**config.mk**
```make
export PLATFORM = sky130hd
export DESIGN_NAME = freq_synth_nco
export DESIGN_NICKNAME = d
export VERILOG_FILES = /design/src/rtl/freq_synth_nco.sv
export SDC_FILE = /design/constraint.sdc
export NUM_CORES = 1
export LEC_CHECK = 0
export ABC_AREA = 0
export ABC_CLOCK_PERIOD_IN_PS = 3300
export CAP_MARGIN = 20
export CORE_ASPECT_RATIO = 1.25
export CORE_MARGIN = 2
export CORE_UTILIZATION = 25
export DETAILED_ROUTE_END_ITERATION = 10
export PLACE_DENSITY_LB_ADDON = 0.2
export SLEW_MARGIN = 15
export SYNTH_ARGS = -nofsm -noshare
export SYNTH_HDL_FRONTEND = slang
export SYNTH_SLANG_ARGS = --single-unit
```
**constraint.sdc**
```tcl
create_clock -name clk_fx -period 3.3 [get_ports clk_fx]
set_input_delay 0.66 -clock clk_fx [delete_from_list [all_inputs] [get_ports clk_fx]]
set_output_delay 0.66 -clock clk_fx [all_outputs]
set_load 0.01 [all_outputs]
```
**src/rtl/freq_synth_nco.sv**
```systemverilog
// -----------------------------------------------------------------------------
// freq_synth_nco
// Numerically controlled square-wave generator. A requested output frequency
// (Hz) is converted into a phase-accumulator tuning word by a multi-cycle
// restoring divider:
//     word = floor(freq_hz * 2^ACC_W / CLK_FX)
// The new word is applied glitch-free at the next accumulator wrap.
//
// Optional build macro: FREQ_SYNTH_ROUND_EN
//   When defined, the divider produces one extra quotient bit and rounds the
//   result half-up. Every latency grows by one cycle.
//
// Ports:
//   clk_fx      in   system clock, frequency CLK_FX
//   rst_n       in   asynchronous active-low reset
//   freq_hz     in   requested output frequency in Hz (FREQ_W bits)
//   freq_valid  in   request strobe, sampled when freq_valid && freq_ready
//   freq_ready  out  high while idle and able to accept a request
//   range_err   out  one-cycle pulse: request rejected (freq_hz > CLK_FX/2)
//   tuning_word out  tuning word currently driving the accumulator
//   sq_out      out  registered accumulator MSB
//   tick        out  one-cycle pulse on accumulator carry-out
// -----------------------------------------------------------------------------
module freq_synth_nco #(
    parameter int CLK_FX = 50_000_000,
    parameter int ACC_W  = 32,
    parameter int FREQ_W = 32
) (
    input  logic              clk_fx,
    input  logic              rst_n,
    input  logic [FREQ_W-1:0] freq_hz,
    input  logic              freq_valid,
    output logic              freq_ready,
    output logic              range_err,
    output logic [ACC_W-1:0]  tuning_word,
    output logic              sq_out,
    output logic              tick
);

`ifdef FREQ_SYNTH_ROUND_EN
    localparam int DIV_CYC = ACC_W + 1;
`else
    localparam int DIV_CYC = ACC_W;
`endif
    localparam int CNT_W = $clog2(DIV_CYC + 1);

    localparam logic [FREQ_W:0]  CLK_K    = (FREQ_W+1)'(CLK_FX);
    localparam logic [FREQ_W:0]  HALF_K   = (FREQ_W+1)'(CLK_FX / 2);
    localparam logic [CNT_W-1:0] CNT_LAST = CNT_W'(DIV_CYC - 1);

    typedef enum logic [1:0] {
        ST_IDLE  = 2'd0,
        ST_DIV   = 2'd1,
        ST_APPLY = 2'd2
    } state_t;

    state_t             state_reg;
    logic               ready_reg;
    logic               range_err_reg;
    logic [ACC_W-1:0]   word_reg;
    logic [ACC_W-1:0]   pending_reg;
    logic [ACC_W-1:0]   acc_reg;
    logic               sq_reg;
    logic               tick_reg;
    logic [FREQ_W:0]    rem_reg;
    logic [DIV_CYC-1:0] quo_reg;
    logic [CNT_W-1:0]   cnt_reg;

    // One restoring-division step. rem_reg stays below CLK_FX, so the shifted
    // value always fits in FREQ_W+1 bits.
    logic [FREQ_W:0]    rem_shift;
    logic               q_bit;
    logic [FREQ_W:0]    rem_next;
    logic [DIV_CYC-1:0] quo_next;
    logic [ACC_W-1:0]   word_next;
    logic [ACC_W:0]     acc_sum;

    always_comb begin
        rem_shift = rem_reg << 1;
        q_bit     = (rem_shift >= CLK_K);
        rem_next  = q_bit ? (rem_shift - CLK_K) : rem_shift;
        quo_next  = {quo_reg[DIV_CYC-2:0], q_bit};
`ifdef FREQ_SYNTH_ROUND_EN
        // Extra LSB is the half bit: add it to round half-up.
        word_next = quo_next[DIV_CYC-1:1] + ACC_W'(quo_next[0]);
`else
        word_next = quo_next;
`endif
        acc_sum   = {1'b0, acc_reg} + {1'b0, word_reg};
    end

    // Phase accumulator. The add in the cycle where a new word is loaded
    // still uses the old word because word_reg updates at the same edge.
    always_ff @(posedge clk_fx or negedge rst_n) begin
        if (!rst_n) begin
            acc_reg  <= '0;
            tick_reg <= 1'b0;
            sq_reg   <= 1'b0;
        end else begin
            acc_reg  <= acc_sum[ACC_W-1:0];
            tick_reg <= acc_sum[ACC_W];
            sq_reg   <= acc_sum[ACC_W-1];
        end
    end

    // Request / divide / apply control.
    always_ff @(posedge clk_fx or negedge rst_n) begin
        if (!rst_n) begin
            state_reg     <= ST_IDLE;
            ready_reg     <= 1'b1;
            range_err_reg <= 1'b0;
            word_reg      <= '0;
            pending_reg   <= '0;
            rem_reg       <= '0;
            quo_reg       <= '0;
            cnt_reg       <= '0;
        end else begin
            range_err_reg <= 1'b0;
            case (state_reg)
                ST_IDLE: begin
                    if (freq_valid && ready_reg) begin
                        if ({1'b0, freq_hz} > HALF_K) begin
                            range_err_reg <= 1'b1;
                        end else begin
                            rem_reg   <= {1'b0, freq_hz};
                            quo_reg   <= '0;
                            cnt_reg   <= '0;
                            ready_reg <= 1'b0;
                            state_reg <= ST_DIV;
                        end
                    end
                end
                ST_DIV: begin
                    rem_reg <= rem_next;
                    quo_reg <= quo_next;
                    cnt_reg <= cnt_reg + 1'b1;
                    if (cnt_reg == CNT_LAST) begin
                        pending_reg <= word_next;
                        state_reg   <= ST_APPLY;
                    end
                end
                ST_APPLY: begin
                    // A stopped accumulator has no wrap to wait for.
                    if (word_reg == '0 || tick_reg) begin
                        word_reg  <= pending_reg;
                        ready_reg <= 1'b1;
                        state_reg <= ST_IDLE;
                    end
                end
                default: begin
                    ready_reg <= 1'b1;
                    state_reg <= ST_IDLE;
                end
            endcase
        end
    end

    assign freq_ready  = ready_reg;
    assign range_err   = range_err_reg;
    assign tuning_word = word_reg;
    assign sq_out      = sq_reg;
    assign tick        = tick_reg;

endmodule

```
==> results summary <==
The total instance count after detailed placement came out at 1307. The number of failing hold endpoints at the final stage is 0. The total vias in the final route is 6307.

The ratio of final minimum period to clock period is between 80 and 90%. IR analysis of the VDD net gives a maximum drop of between 0.0003 and 0.0004 V. The utilization after layout is between 30 and 40%. The setup TNS is 0 ns. The count of cells in the finished layout, fillers not included, comes to 1339. Across all hold checks on the routed design, the worst slack comes to ~0.26 ns. The Yosys step of the flow raised 0 warnings. The library cell used most frequently in the layout, excluding fill and tap cells, is sky130_fd_sc_hd__dfrtp_1. The sum of internal, switching and leakage power came out at approximately 6 mW. In this run the worst hold path is classified as input pin to asynchronous set/reset pin. The total count of max-transition violations in the final report is 0.

The number of buffers added by the clock tree synthesis step is 17. The clock sink count is 170. The number of nets in the synthesized netlist came out at roughly 850. In this run the count of I/O pins placed on the die edge is between 70 and 80. The placeable core region came out at between 30000 and 40000 um2. The summed instance area of the synthesized netlist is 8660 um2. The aggregate global routing overflow is 0. The post-detailed-route wirelength per cell came out at about 16 um. The number of input and output port buffers inserted came out at 70. The number of different library cells in the post-synthesis netlist came out at 70. The detailed-router iteration count before antenna repair came out at 5. Counting flops with a built-in enable in the synthesized netlist gives 0. The H-tree was split into 4 levels. The maximum clock frequency is roughly 340 MHz. The number of storage elements in the synthesis netlist came out at 170. The DRC violation total after the first TritonRoute iteration is around 360. Entering global routing, the biggest net connects 70 pins.

Setup repair after global routing left no endpoint under its margin. The most critical setup path has its startpoint at rem_reg[7]. The total routed wirelength is approximately 21000 um. The delay of the slowest cell on the worst path is slightly above 0.5 ns. The horizontal die dimension is approximately 170 um. The sequential-to-total area share from yosys stat came out at between 40 and 50%. The run finished with clean final reports. The tree is rooted in a sky130_fd_sc_hd__clkbuf_16. The slew at the pin closest to its max-slew limit came out at between 0.9 and 1 ns. The power per unit of standard cell area came out at between 500 and 600 nW/um2. The antenna diode count is 0. The library cells used most frequently in the layout, excluding fill and tap cells, are sky130_fd_sc_hd__dfrtp_1 (169), sky130_fd_sc_hd__clkdlybuf4s50_1 (69), sky130_fd_sc_hd__mux2_2 (63).

Clock skew on the completed layout was measured at ~0.014 ns. The worst setup path is launched from a flop. The clock tree buffer depth is 2.

The detail route stage leaves a number of antenna-violating nets equal to 0. The arrival time reported for the critical path endpoint came out at between 3 and 4 ns. The initial antenna violation count is 0. STA puts the critical path data required time at around 3.6 ns. The clock transition at the registers of the reported paths came out at 0.07 ns.

The number of nets at the end of the flow is 929. The number of resized instances in the post-cts repair step came out at 0. In this run the worst path has a maximum fanout of 10.

The initialized floorplan defines 76 standard-cell rows. The dominant register cell in the synthesized netlist is sky130_fd_sc_hd__dfrtp_1. The number of violations of the max-capacitance limit is 0. The critical path goes through inv_1, ha_1, or4b_4, a211oi_1, o311ai_4, and2_1, o21ai_4, xnor2_1, a221o_1. The average size of a mapped cell came out at around 11 um2. The post-route DRC violation count came out at 0. The number of instances in the synthesized netlist is a little under 800. The first global-routing pass estimated approximately 35000 um of wire. Measured against its own limit, the worst slew margin works out to between 30% and 40%.

The share of post-route cells with drive strength above 1 came out at 15.8%. Buffers added to address setup during post-CTS repair amount to 0. The overall die area is approximately 36000 um2. STA classifies the critical path endpoint as a flop. The starting utilization of the core area came out at about a quarter. The quantity of hold-fixing buffers added after cts came out at 0. The HPWL after detailed placement is approximately 15000 um.

At the later pin of the worst-skew pair, clock insertion delay measures 0.42 ns. The final-report setup violation count is 0. The overall routing resource usage came out at 12.3%. The share of synthesized registers carrying an async set or reset came out at 100%.

The slowest stage of the critical path is the sky130_fd_sc_hd__or4b_4 cell. The floorplan step set the die height to 212 um. TritonCTS built the clock tree. The final weighted congestion in routability-driven placement is between 0.7 and 0.8. The via count normalized by instance count came out at 4.71. The final period demand of the worst path is about 3 ns. The number of global-route vias before repair came to 6501. The area growth from synthesis to layout is 23.0%.

The leakage power came out at about 5 nW. The worst register-to-register path begins at rem_reg[7]. The type of the setup path with the least slack is flop to flop.
[report_power, final]
part	internal, mW	switching [mW]	leakage (nW)	total [mW]
logic	0.571	0.620	2.38	1.19
registers	2.36	0.350	2.31	2.71
clock network	1.28	0.865	0.295	2.14
total	4.20	1.83	4.98	6.04
[routing by layer]
layer	wire length (um)	vias to the layer above	GRT usage, %
met1	9960	3136	16.2
met3	560	11	2.18
met5	0	-	0
li1	-	3068	-
met2	10500	92	20.9
met4	195	0	2.98
[cell type report]
type | instances | area, um2
Timing Repair Buffer | 96 | 947
Tap cell | 468 | 586
Fill cell | 3553 | 23700
Sequential cell | 170 | 4260
Inverter | 14 | 52.6
Multi-Input combinational cell | 559 | 4180
Clock buffer | 19 | 433
Clock inverter | 13 | 191
[cells by family (layout without fill, tap and decap cells)]
group	after synthesis	after routing	synth area share, %
xor+xnor	47	47	4.75
mux	77	77	9.81
fa+ha+maj	36	36	5.29
flops	170	170	49.1
compound gates	199	199	15.8
simple gates	200	200	12.4
buf+inv	49	142	2.77
[worst max-delay path, delay by kind of cell, from the launching register on]
kind	cells	cell delay [ns]
AND/OR/NAND/NOR	2	0.87
buffers and inverters	1	0.11
flip-flops	1	0.41
XOR/XNOR	1	0.08
AO/OA/AOI/OAI	4	1.12
adder cells (fa/ha/maj)	1	0.21
[through the flow]
stage | setup slack [ns] | area [um2]
finish | 0.378 | 10600
global route | 0.179 | 10600
CTS | 0.357 | 10600
detailed placement | 0.0811 | 10000
global placement | 0.100 | 10000
floorplan | 0.610 | 8660
[worst paths after layout]
path	endpoint	slack, ns	depth (start not counted)
max in group asynchronous	quo_reg[18]	2.26	2
max reg2reg	rem_reg[24]	0.38	9
min reg2reg	acc_reg[0]	0.47	1
min in group clk_fx	acc_reg[0]	0.47	1
max	rem_reg[24]	0.38	9
min	acc_reg[31]	0.26	1
[cells in the mapped netlist, types with 4 or more instances]
master                      count  area [um2]
sky130_fd_sc_hd__nor4b_1        4        35.0
sky130_fd_sc_hd__a21oi_1       43         215
sky130_fd_sc_hd__and3_1         7        43.8
sky130_fd_sc_hd__clkbuf_1      26        97.6
sky130_fd_sc_hd__a31oi_1        6        37.5
sky130_fd_sc_hd__o21bai_1       4        30.0
sky130_fd_sc_hd__a22o_1        33         289
sky130_fd_sc_hd__dfrtp_1      169        4230
sky130_fd_sc_hd__mux2i_1       14         140
sky130_fd_sc_hd__nor3_1        13        65.1
sky130_fd_sc_hd__or3_1          5        31.3
sky130_fd_sc_hd__a21o_1        11        82.6
sky130_fd_sc_hd__nand2_1       59         221
sky130_fd_sc_hd__xnor2_1       27         236
sky130_fd_sc_hd__ha_1          35         438
sky130_fd_sc_hd__o21a_1         4        30.0
sky130_fd_sc_hd__nand4_1        8        50.1
sky130_fd_sc_hd__xor2_1        20         175
sky130_fd_sc_hd__o211ai_1       6        45.0
sky130_fd_sc_hd__a22oi_1        8        60.1
sky130_fd_sc_hd__o21ai_0       45         225
sky130_fd_sc_hd__a2111oi_0      4        35.0
sky130_fd_sc_hd__a211oi_1       9        67.6
sky130_fd_sc_hd__nand3_1       23         115
sky130_fd_sc_hd__mux2_2        63         709
sky130_fd_sc_hd__o31ai_1        4        30.0
sky130_fd_sc_hd__nor2_1        28         105
sky130_fd_sc_hd__nor3b_1        4        30.0
sky130_fd_sc_hd__nand2b_1       4        25.0
sky130_fd_sc_hd__and2_1         5        31.3
sky130_fd_sc_hd__inv_1         14        52.6
sky130_fd_sc_hd__nor4_1        13        81.3
Power figures use the tool's default switching activity.
